## src/rtl/axis_spi_master_core.sv

```systemverilog
// ---------------------------------------------------------------------------
// axis_spi_master_core
//   SPI master driven by AXI-Stream. Each accepted s_axis word is shifted out
//   MSB first on MOSI while MISO is shifted in; the received word is presented
//   on m_axis when the chip select rises. A new word is only accepted once the
//   previous received word has been taken, so no data is ever dropped.
//
// Parameters
//   SPI_MODE   : 0..3, CPOL = bit 1, CPHA = bit 0
//   DATA_WIDTH : bits per SPI word and AXI-Stream tdata width
//   MAIN_CLK   : clk_i frequency in Hz
//   SPI_CLK    : SCLK frequency in Hz
//   SLAVE_NUM  : number of chip selects
//   WAIT_TIME  : clk_i cycles of CS-high idle between words
//
// Ports
//   clk_i, arstn_i      : clock, asynchronous active-low reset
//   addr_i              : slave index, sampled when a word is accepted
//   spi_clk_o           : SCLK, idles at CPOL
//   spi_cs_o            : active-low chip selects
//   spi_mosi_o          : serial data out
//   spi_miso_i          : serial data in
//   s_axis_t*           : words to transmit
//   m_axis_t*           : received words
//
// Optional build macro
//   AXIS_SPI_ASSERT_EN  : compiles parameter sanity checks and an m_axis
//                         hold-stability assertion (simulation only).
// ---------------------------------------------------------------------------
module axis_spi_master_core #(
    parameter int SPI_MODE   = 0,
    parameter int DATA_WIDTH = 8,
    parameter int MAIN_CLK   = 27_000_000,
    parameter int SPI_CLK    = 6_750_000,
    parameter int SLAVE_NUM  = 1,
    parameter int WAIT_TIME  = 50,
    localparam int AW        = (SLAVE_NUM > 1) ? $clog2(SLAVE_NUM) : 1
) (
    input  logic                  clk_i,
    input  logic                  arstn_i,
    input  logic [AW-1:0]         addr_i,
    output logic                  spi_clk_o,
    output logic [SLAVE_NUM-1:0]  spi_cs_o,
    output logic                  spi_mosi_o,
    input  logic                  spi_miso_i,
    input  logic [DATA_WIDTH-1:0] s_axis_tdata,
    input  logic                  s_axis_tvalid,
    output logic                  s_axis_tready,
    output logic [DATA_WIDTH-1:0] m_axis_tdata,
    output logic                  m_axis_tvalid,
    input  logic                  m_axis_tready
);

    localparam bit CPOL   = ((SPI_MODE / 2) % 2) == 1;
    localparam bit CPHA   = (SPI_MODE % 2) == 1;
    localparam int HP_RAW = MAIN_CLK / (2 * SPI_CLK);
    localparam int HP     = (HP_RAW < 1) ? 1 : HP_RAW;
    localparam int HW     = (HP > 1) ? $clog2(HP) : 1;
    localparam int EW     = $clog2(2 * DATA_WIDTH + 1);
    localparam int WW     = (WAIT_TIME > 1) ? $clog2(WAIT_TIME) : 1;

    typedef enum logic [1:0] {IDLE, TRANSFER, WAIT} state_t;

    state_t                r_state;
    logic [HW-1:0]         r_hcnt;
    logic [EW-1:0]         r_edge;
    logic [WW-1:0]         r_wcnt;
    logic [DATA_WIDTH-1:0] r_tx;
    logic [DATA_WIDTH-1:0] r_rx;
    logic                  r_sclk;
    logic [SLAVE_NUM-1:0]  r_cs;
    logic                  r_mosi;
    logic [DATA_WIDTH-1:0] r_m_tdata;
    logic                  r_m_tvalid;
    logic                  r_s_tready;

    logic                  w_hp_done;
    logic                  w_edges_done;
    logic                  w_leading;
    logic                  w_sample;
    logic                  w_m_hold;
    logic [DATA_WIDTH-1:0] w_rx_next;

    assign w_hp_done    = (r_hcnt == HW'(HP - 1));
    assign w_edges_done = (r_edge == EW'(2 * DATA_WIDTH));
    // Even edge numbers are leading edges (away from CPOL).
    assign w_leading    = ~r_edge[0];
    // CPHA=0 samples on leading edges, CPHA=1 on trailing; the other edge shifts MOSI.
    assign w_sample     = w_leading ^ CPHA;
    // m_axis word still pending after this cycle.
    assign w_m_hold     = r_m_tvalid & ~m_axis_tready;
    assign w_rx_next    = DATA_WIDTH'({r_rx, spi_miso_i});

    always_ff @(posedge clk_i or negedge arstn_i) begin
        if (!arstn_i) begin
            r_state    <= IDLE;
            r_hcnt     <= '0;
            r_edge     <= '0;
            r_wcnt     <= '0;
            r_tx       <= '0;
            r_rx       <= '0;
            r_sclk     <= CPOL;
            r_cs       <= '1;
            r_mosi     <= 1'b0;
            r_m_tdata  <= '0;
            r_m_tvalid <= 1'b0;
            r_s_tready <= 1'b0;
        end else begin
            if (r_m_tvalid && m_axis_tready)
                r_m_tvalid <= 1'b0;

            case (r_state)
                IDLE: begin
                    r_hcnt <= '0;
                    r_edge <= '0;
                    r_wcnt <= '0;
                    if (s_axis_tvalid && r_s_tready) begin
                        r_s_tready <= 1'b0;
                        // Out-of-range addresses match no select line.
                        for (int i = 0; i < SLAVE_NUM; i++)
                            r_cs[i] <= (AW'(i) != addr_i);
                        // MSB is on the wire as CS falls; CPHA=1 re-drives it
                        // on the first leading edge, so it keeps the full word.
                        r_mosi  <= s_axis_tdata[DATA_WIDTH-1];
                        r_tx    <= CPHA ? s_axis_tdata : (s_axis_tdata << 1);
                        r_state <= TRANSFER;
                    end else begin
                        r_s_tready <= ~w_m_hold;
                    end
                end

                TRANSFER: begin
                    if (w_hp_done) begin
                        r_hcnt <= '0;
                        if (w_edges_done) begin
                            // Trailing half period after the last edge has elapsed.
                            r_cs       <= '1;
                            r_m_tdata  <= r_rx;
                            r_m_tvalid <= 1'b1;
                            r_state    <= (WAIT_TIME == 0) ? IDLE : WAIT;
                        end else begin
                            r_edge <= r_edge + 1'b1;
                            r_sclk <= ~r_sclk;
                            if (w_sample) begin
                                r_rx <= w_rx_next;
                            end else begin
                                r_mosi <= r_tx[DATA_WIDTH-1];
                                r_tx   <= r_tx << 1;
                            end
                        end
                    end else begin
                        r_hcnt <= r_hcnt + 1'b1;
                    end
                end

                WAIT: begin
                    if (r_wcnt == WW'((WAIT_TIME > 0) ? WAIT_TIME - 1 : 0)) begin
                        r_wcnt  <= '0;
                        r_state <= IDLE;
                    end else begin
                        r_wcnt <= r_wcnt + 1'b1;
                    end
                end

                default: r_state <= IDLE;
            endcase
        end
    end

    assign spi_clk_o     = r_sclk;
    assign spi_cs_o      = r_cs;
    assign spi_mosi_o    = r_mosi;
    assign s_axis_tready = r_s_tready;
    assign m_axis_tdata  = r_m_tdata;
    assign m_axis_tvalid = r_m_tvalid;

`ifdef AXIS_SPI_ASSERT_EN
    if (SPI_MODE < 0 || SPI_MODE > 3) begin : g_chk_mode
        $error("axis_spi_master_core: SPI_MODE %0d out of range", SPI_MODE);
    end
    if (MAIN_CLK < 2 * SPI_CLK) begin : g_chk_clk
        $error("axis_spi_master_core: MAIN_CLK below 2*SPI_CLK");
    end
    if (DATA_WIDTH < 1) begin : g_chk_dw
        $error("axis_spi_master_core: DATA_WIDTH must be at least 1");
    end

    a_m_hold: assert property (@(posedge clk_i) disable iff (!arstn_i)
        (r_m_tvalid && !m_axis_tready) |=> (r_m_tvalid && $stable(r_m_tdata)))
        else $error("axis_spi_master_core: m_axis changed while stalled");
`endif

endmodule

```

## config.mk

```make
export PLATFORM = sky130hd
export DESIGN_NAME = axis_spi_master_core
export DESIGN_NICKNAME = d
export VERILOG_FILES = /design/src/rtl/axis_spi_master_core.sv
export SDC_FILE = /design/constraint.sdc
export NUM_CORES = 1
export LEC_CHECK = 0
export BUFFER_PORTS_ARGS = -buffer_cell sky130_fd_sc_hd__buf_4
export CAP_MARGIN = 10
export CORE_ASPECT_RATIO = 1.4
export CORE_MARGIN = 5
export CORE_UTILIZATION = 30
export CTS_CLUSTER_DIAMETER = 200
export CTS_CLUSTER_SIZE = 40
export DETAILED_ROUTE_END_ITERATION = 16
export PLACE_DENSITY = 0.47
export SYNTH_ARGS = -nofsm -noshare
export SYNTH_HDL_FRONTEND = slang
export SYNTH_SLANG_ARGS = --single-unit
```

## constraint.sdc

```tcl
create_clock -name clk_i -period 2 [get_ports clk_i]
set_clock_uncertainty 0.05 [all_clocks]
set_input_delay 0.2 -clock clk_i [delete_from_list [all_inputs] [get_ports clk_i]]
set_output_delay 0.2 -clock clk_i [all_outputs]
set_load 0.03 [all_outputs]
```

## Yosys cells after proc, flatten, opt, wreduce, memory -nomap -nowiden

Cells that the tools add are included.

| operators by class | value |
|---|---|
| add/subtract/negate cells | 3 |
| multiply operators | 0 |
| div/mod/pow operators | 0 |
| magnitude comparators | 0 |
| eq/ne operators | 10 |
| shift-type cells | 0 |
| multiplexer cells | 31 |
| bitwise logic cells | 6 |
| reductions and logical operators | 12 |

Operators by type and width:

| kind | number |
|---|---|
| 2-to-1 mux 8 bit | 4 |
| one-hot mux 8 bit (2 select lines) | 1 |
| 2-to-1 mux 1 bit | 13 |
| != test 2 bit (second input constant) | 6 |
| one-hot mux 6 bit (2 select lines) | 1 |
| AND reduction 4 bit | 3 |
| 2-to-1 mux 5 bit | 2 |
| one-hot mux 5 bit (2 select lines) | 1 |
| AND reduction 3 bit | 3 |
| 2-to-1 mux 2 bit | 4 |
| adder 6 x 1 -> 6 bit (second input constant) | 1 |
| == test 6 bit (second input constant) | 1 |
| 2-to-1 mux 6 bit | 1 |
| one-hot mux 1 bit (2 select lines) | 3 |
| one-hot mux 2 bit (3 select lines) | 1 |
| adder 5 x 1 -> 5 bit (second input constant) | 1 |
| == test 5 bit (second input constant) | 1 |
| NOT 1 bit | 5 |
| AND reduction 5 bit | 1 |
| nonzero test 2 bit | 2 |
| == test 2 x 1 -> 1 bit (second input constant) | 1 |
| == test 2 bit (second input constant) | 1 |
| logical AND 1 bit | 2 |
| zero test 2 bit | 1 |
| 2 further kinds | 2 |

| word-level totals | value |
|---|---|
| register bits | 43 |
| bits in latches | 0 |
| RAM bits | 0 |
| bits in read-only memories | 0 |
| bits of input ports | 14 |
| output and inout port bits | 13 |
| logic and storage cells | 74 |
| memories | 0 |

## Longest topological paths before layout

| depth | value |
|---|---|
| depth in word-level cells | 5 |
| mapped depth | 6 |
| mapped depth without buffers | 5 |

## Worst setup path before layout

No wires, ideal clock.

| timing | value |
|---|---|
| kind | reg-to-reg |
| start point | register r_edge[0] |
| end point | register r_m_tdata[0] (netlist: m_axis_tdata[0]) |
| setup time | 0.125 ns |
| arrival | 1.370 ns |
| required time | 1.825 ns |
| path slack | 0.455 ns |
| cell stages (with the launch flop) | 6 |
| buffers on the path | 0 |
| period minus slack after synthesis | 1.545 ns |
| cells stage by stage | dfrtp_1 inv_1 ha_1 and4bb_4 nand3_4 mux2_2 |

| between the ends | value |
|---|---|
| word-level cells in the longest chain between the ends | 2 |

Ends and longest elaborated chain:

| what | RTL line | source |
|---|---|---|
| start, declared | 66 | `logic [EW-1:0] r_edge;` |
| start signal, assigned | 142 | `r_edge <= r_edge + 1'b1;` |
| == test 5 bit | 85 | `assign w_edges_done = (r_edge == EW'(2 * DATA_WIDTH));` |
| AND reduction 3 bit (no line) | -- |  |
| end signal, assigned | 138 | `r_m_tdata <= r_rx;` |
| end, declared | 73 | `logic [DATA_WIDTH-1:0] r_m_tdata;` |

No other way between the ends.
A chain may end at the register's enable or synchronous reset.

## Final worst setup path

| timing | value |
|---|---|
| start point | register r_edge[1] |
| end point | register r_m_tdata[2] (netlist: m_axis_tdata[2]) |

Same word-level chain as after synthesis.

==> run metrics <==
status=finished, final reports clean; clk buf depth=2; Post-synth ARST share=100%; Post-Synthesis Cell Area=2060 um2; grt ovf=0; Rows=35; Post-synth EDFFs=0; core area=6660 um2; GPL Wtd Cong=0.857; crit end category=flop; Detail Placement HPWL=3080 um; Num CTS Buffers=5; Layout area overhead=20.3%; power density over the cells=664 nW/um2; final net count=220; Final setup viols=0; first-pass GRT wire length=7500 um; Critical Path Fanout Max=10; cell count after synthesis=172; final hold violation count=0; clock sinks=42; DR DRC count=0; period utilization=84.3%; hold slack=0.0466 ns; Final Max Slew Viols=0; Final Power=between 1.5 and 2 mW; Worst-path clk slew=0.08 ns; predominant post-synthesis flop cell=dfrtp_1; Initial Util=30.9%; DR iter-0 viols=77; relative slew slack=58.9%; Clk Latency, worst-skew pair=0.29 ns; setup TNS=0 ns; port bufs=26; RSZ-0062 raised after global routing=no; DP Area=2350 um2; overall routing resource usage=approximately 11%; critical path arrival=1.81 ns; Max VDD drop=0.455 mV; #FFs+latches synth=42; worst slack, placed=0.309 ns; DIE AREA=8650 um2; wire per inst=15.0 um; clk root buf=clkbuf_8; antenna-violating nets left=0; Max Cap Viol=0; Crit Path Class=reg2reg; setup ws final=0.313 ns; CP startpoint kind=flop; Die Ht=108 um; register area share after synthesis=51.1%; synth unique cells=47; Ys Warns=0; hold crit path type=in2reg; Final Instance Area=roughly 2500 um2; ant diodes=0; Max Freq=593 MHz; most common cell after layout, fill and taps aside=dfrtp_1; vias in the first global route=~1600; CTS tree=done; largest net degree at the start of global routing=43; final wirelength=4410 um; synthesized net count=190; I/O Pins=27; initial antenna violation count=0; DIE WIDTH=80.0 um; Worst Tran Pin Value=approximately 0.61 ns; first-pass iteration count of the detailed router=4; WP data required=about 2.1 ns; H-tree levels=2; Avg Inst Size Synth=12.0 um2; most frequent cells in the layout=dfrtp_1, buf_4, mux2_2; share of layout cells above drive strength 1=32.7%; leakage power=1.13 nW; Final Critical Period=1.69 ns; Via Count=1497; Post-CTS Resized=0; vias per cell=5.09
## cells in the mapped netlist (all sizes together), types with 2 or more instances
cell | count | area share, %
and4b | 7 | 3.4
o31ai | 2 | 0.73
dfrtp | 41 | 50
a22o | 2 | 0.91
inv | 7 | 1.3
o41ai | 2 | 1.2
nand3 | 4 | 1.6
nand2b | 3 | 0.91
nor2 | 2 | 0.36
nand4 | 3 | 1.2
nor3 | 2 | 0.49
buf | 4 | 1.7
a21oi | 2 | 0.49
clkbuf | 6 | 1.2
nand2 | 14 | 2.6
ha | 4 | 2.4
nand4b | 2 | 0.85
a22oi | 7 | 2.6
o21ai | 10 | 2.4
o2bb2ai | 8 | 3.4
a211o | 2 | 0.85
o211ai | 3 | 1.1
mux2 | 18 | 9.8
## path summary, 6_finish.rpt
| path | from | end | slack (ns) | depth (start not counted) |
|---|---|---|---|---|
| setup / recovery | r_edge[1] | m_axis_tdata[2] | 0.31 | 5 |
| hold / removal | m_axis_tready | m_axis_tvalid | 0.05 | 2 |
| setup reg to reg | r_edge[1] | m_axis_tdata[2] | 0.31 | 5 |
| hold reg to reg | spi_clk_o | spi_clk_o | 0.44 | 1 |
| max in group asynchronous | arstn_i | r_edge[0] | 1.13 | 2 |
| min in group asynchronous | arstn_i | r_wcnt[4] | 0.37 | 2 |
## state kept, by name, indices dropped and copies added, names as in the netlist, 2 cells and up
register,count
m_axis_tdata,8
r_rx,8
r_tx,7
r_wcnt,6
r_edge,5
r_state,2
## routing by layer
metal | track usage [%] | part of all wire, %
met1 | 13.0 | 42
met2 | 18.2 | 52
met3 | 3.33 | 4.6
met4 | 4.95 | 2.0
met5 | 0 | 0
## cells by family (layout without fill, tap and decap cells)
family | after synthesis | count (layout) | share of synthesized area (%)
AND/OR/NAND/NOR | 47 | 47 | 16.2
AO/OA/AOI/OAI | 43 | 43 | 15.9
flip-flops | 42 | 42 | 51.1
multiplexers | 18 | 18 | 9.84
buffers and inverters | 17 | 47 | 4.19
adder cells (fa/ha/maj) | 4 | 4 | 2.43
XOR/XNOR | 1 | 1 | 0.425
## power breakdown
part           switching (mW)  internal [mW]
Clock                   0.278          0.399
Sequential            0.00967          0.865
Combinational          0.0485         0.0437
Total                   0.336           1.31
## area by class of cell
class / instances / area, um2
tap: 92 / 115
clock buffer: 6 / 82.6
multi-input combinational: 113 / 921
clock inverter: 1 / 30.0
timing repair buffer: 33 / 250
sequential: 42 / 1050
fill: 683 / 4180
inverter: 7 / 26.3
## repair_timing
action                                  in CTS  in global routing
setup buffers                                0                  0
hold buffers                                 1                  0
hold endpoints to repair                    41                  0
endpoints found under the setup margin       0                  0
## worst max-delay path, stage by stage (launching register included)
cell      delay [ns]
dfrtp_1         0.43
inv_1           0.07
ha_1            0.21
and4bb_4        0.31
nand3_4         0.17
mux2_2          0.33
## through the flow
step	util [%]	std cells
after floorplan	-	172
after global placement	35.4	286
after detailed placement	35.4	286
after CTS	37.2	294
after global routing	37.2	294
final	37.2	294
Note: power is estimated with default switching activity, not from simulation.
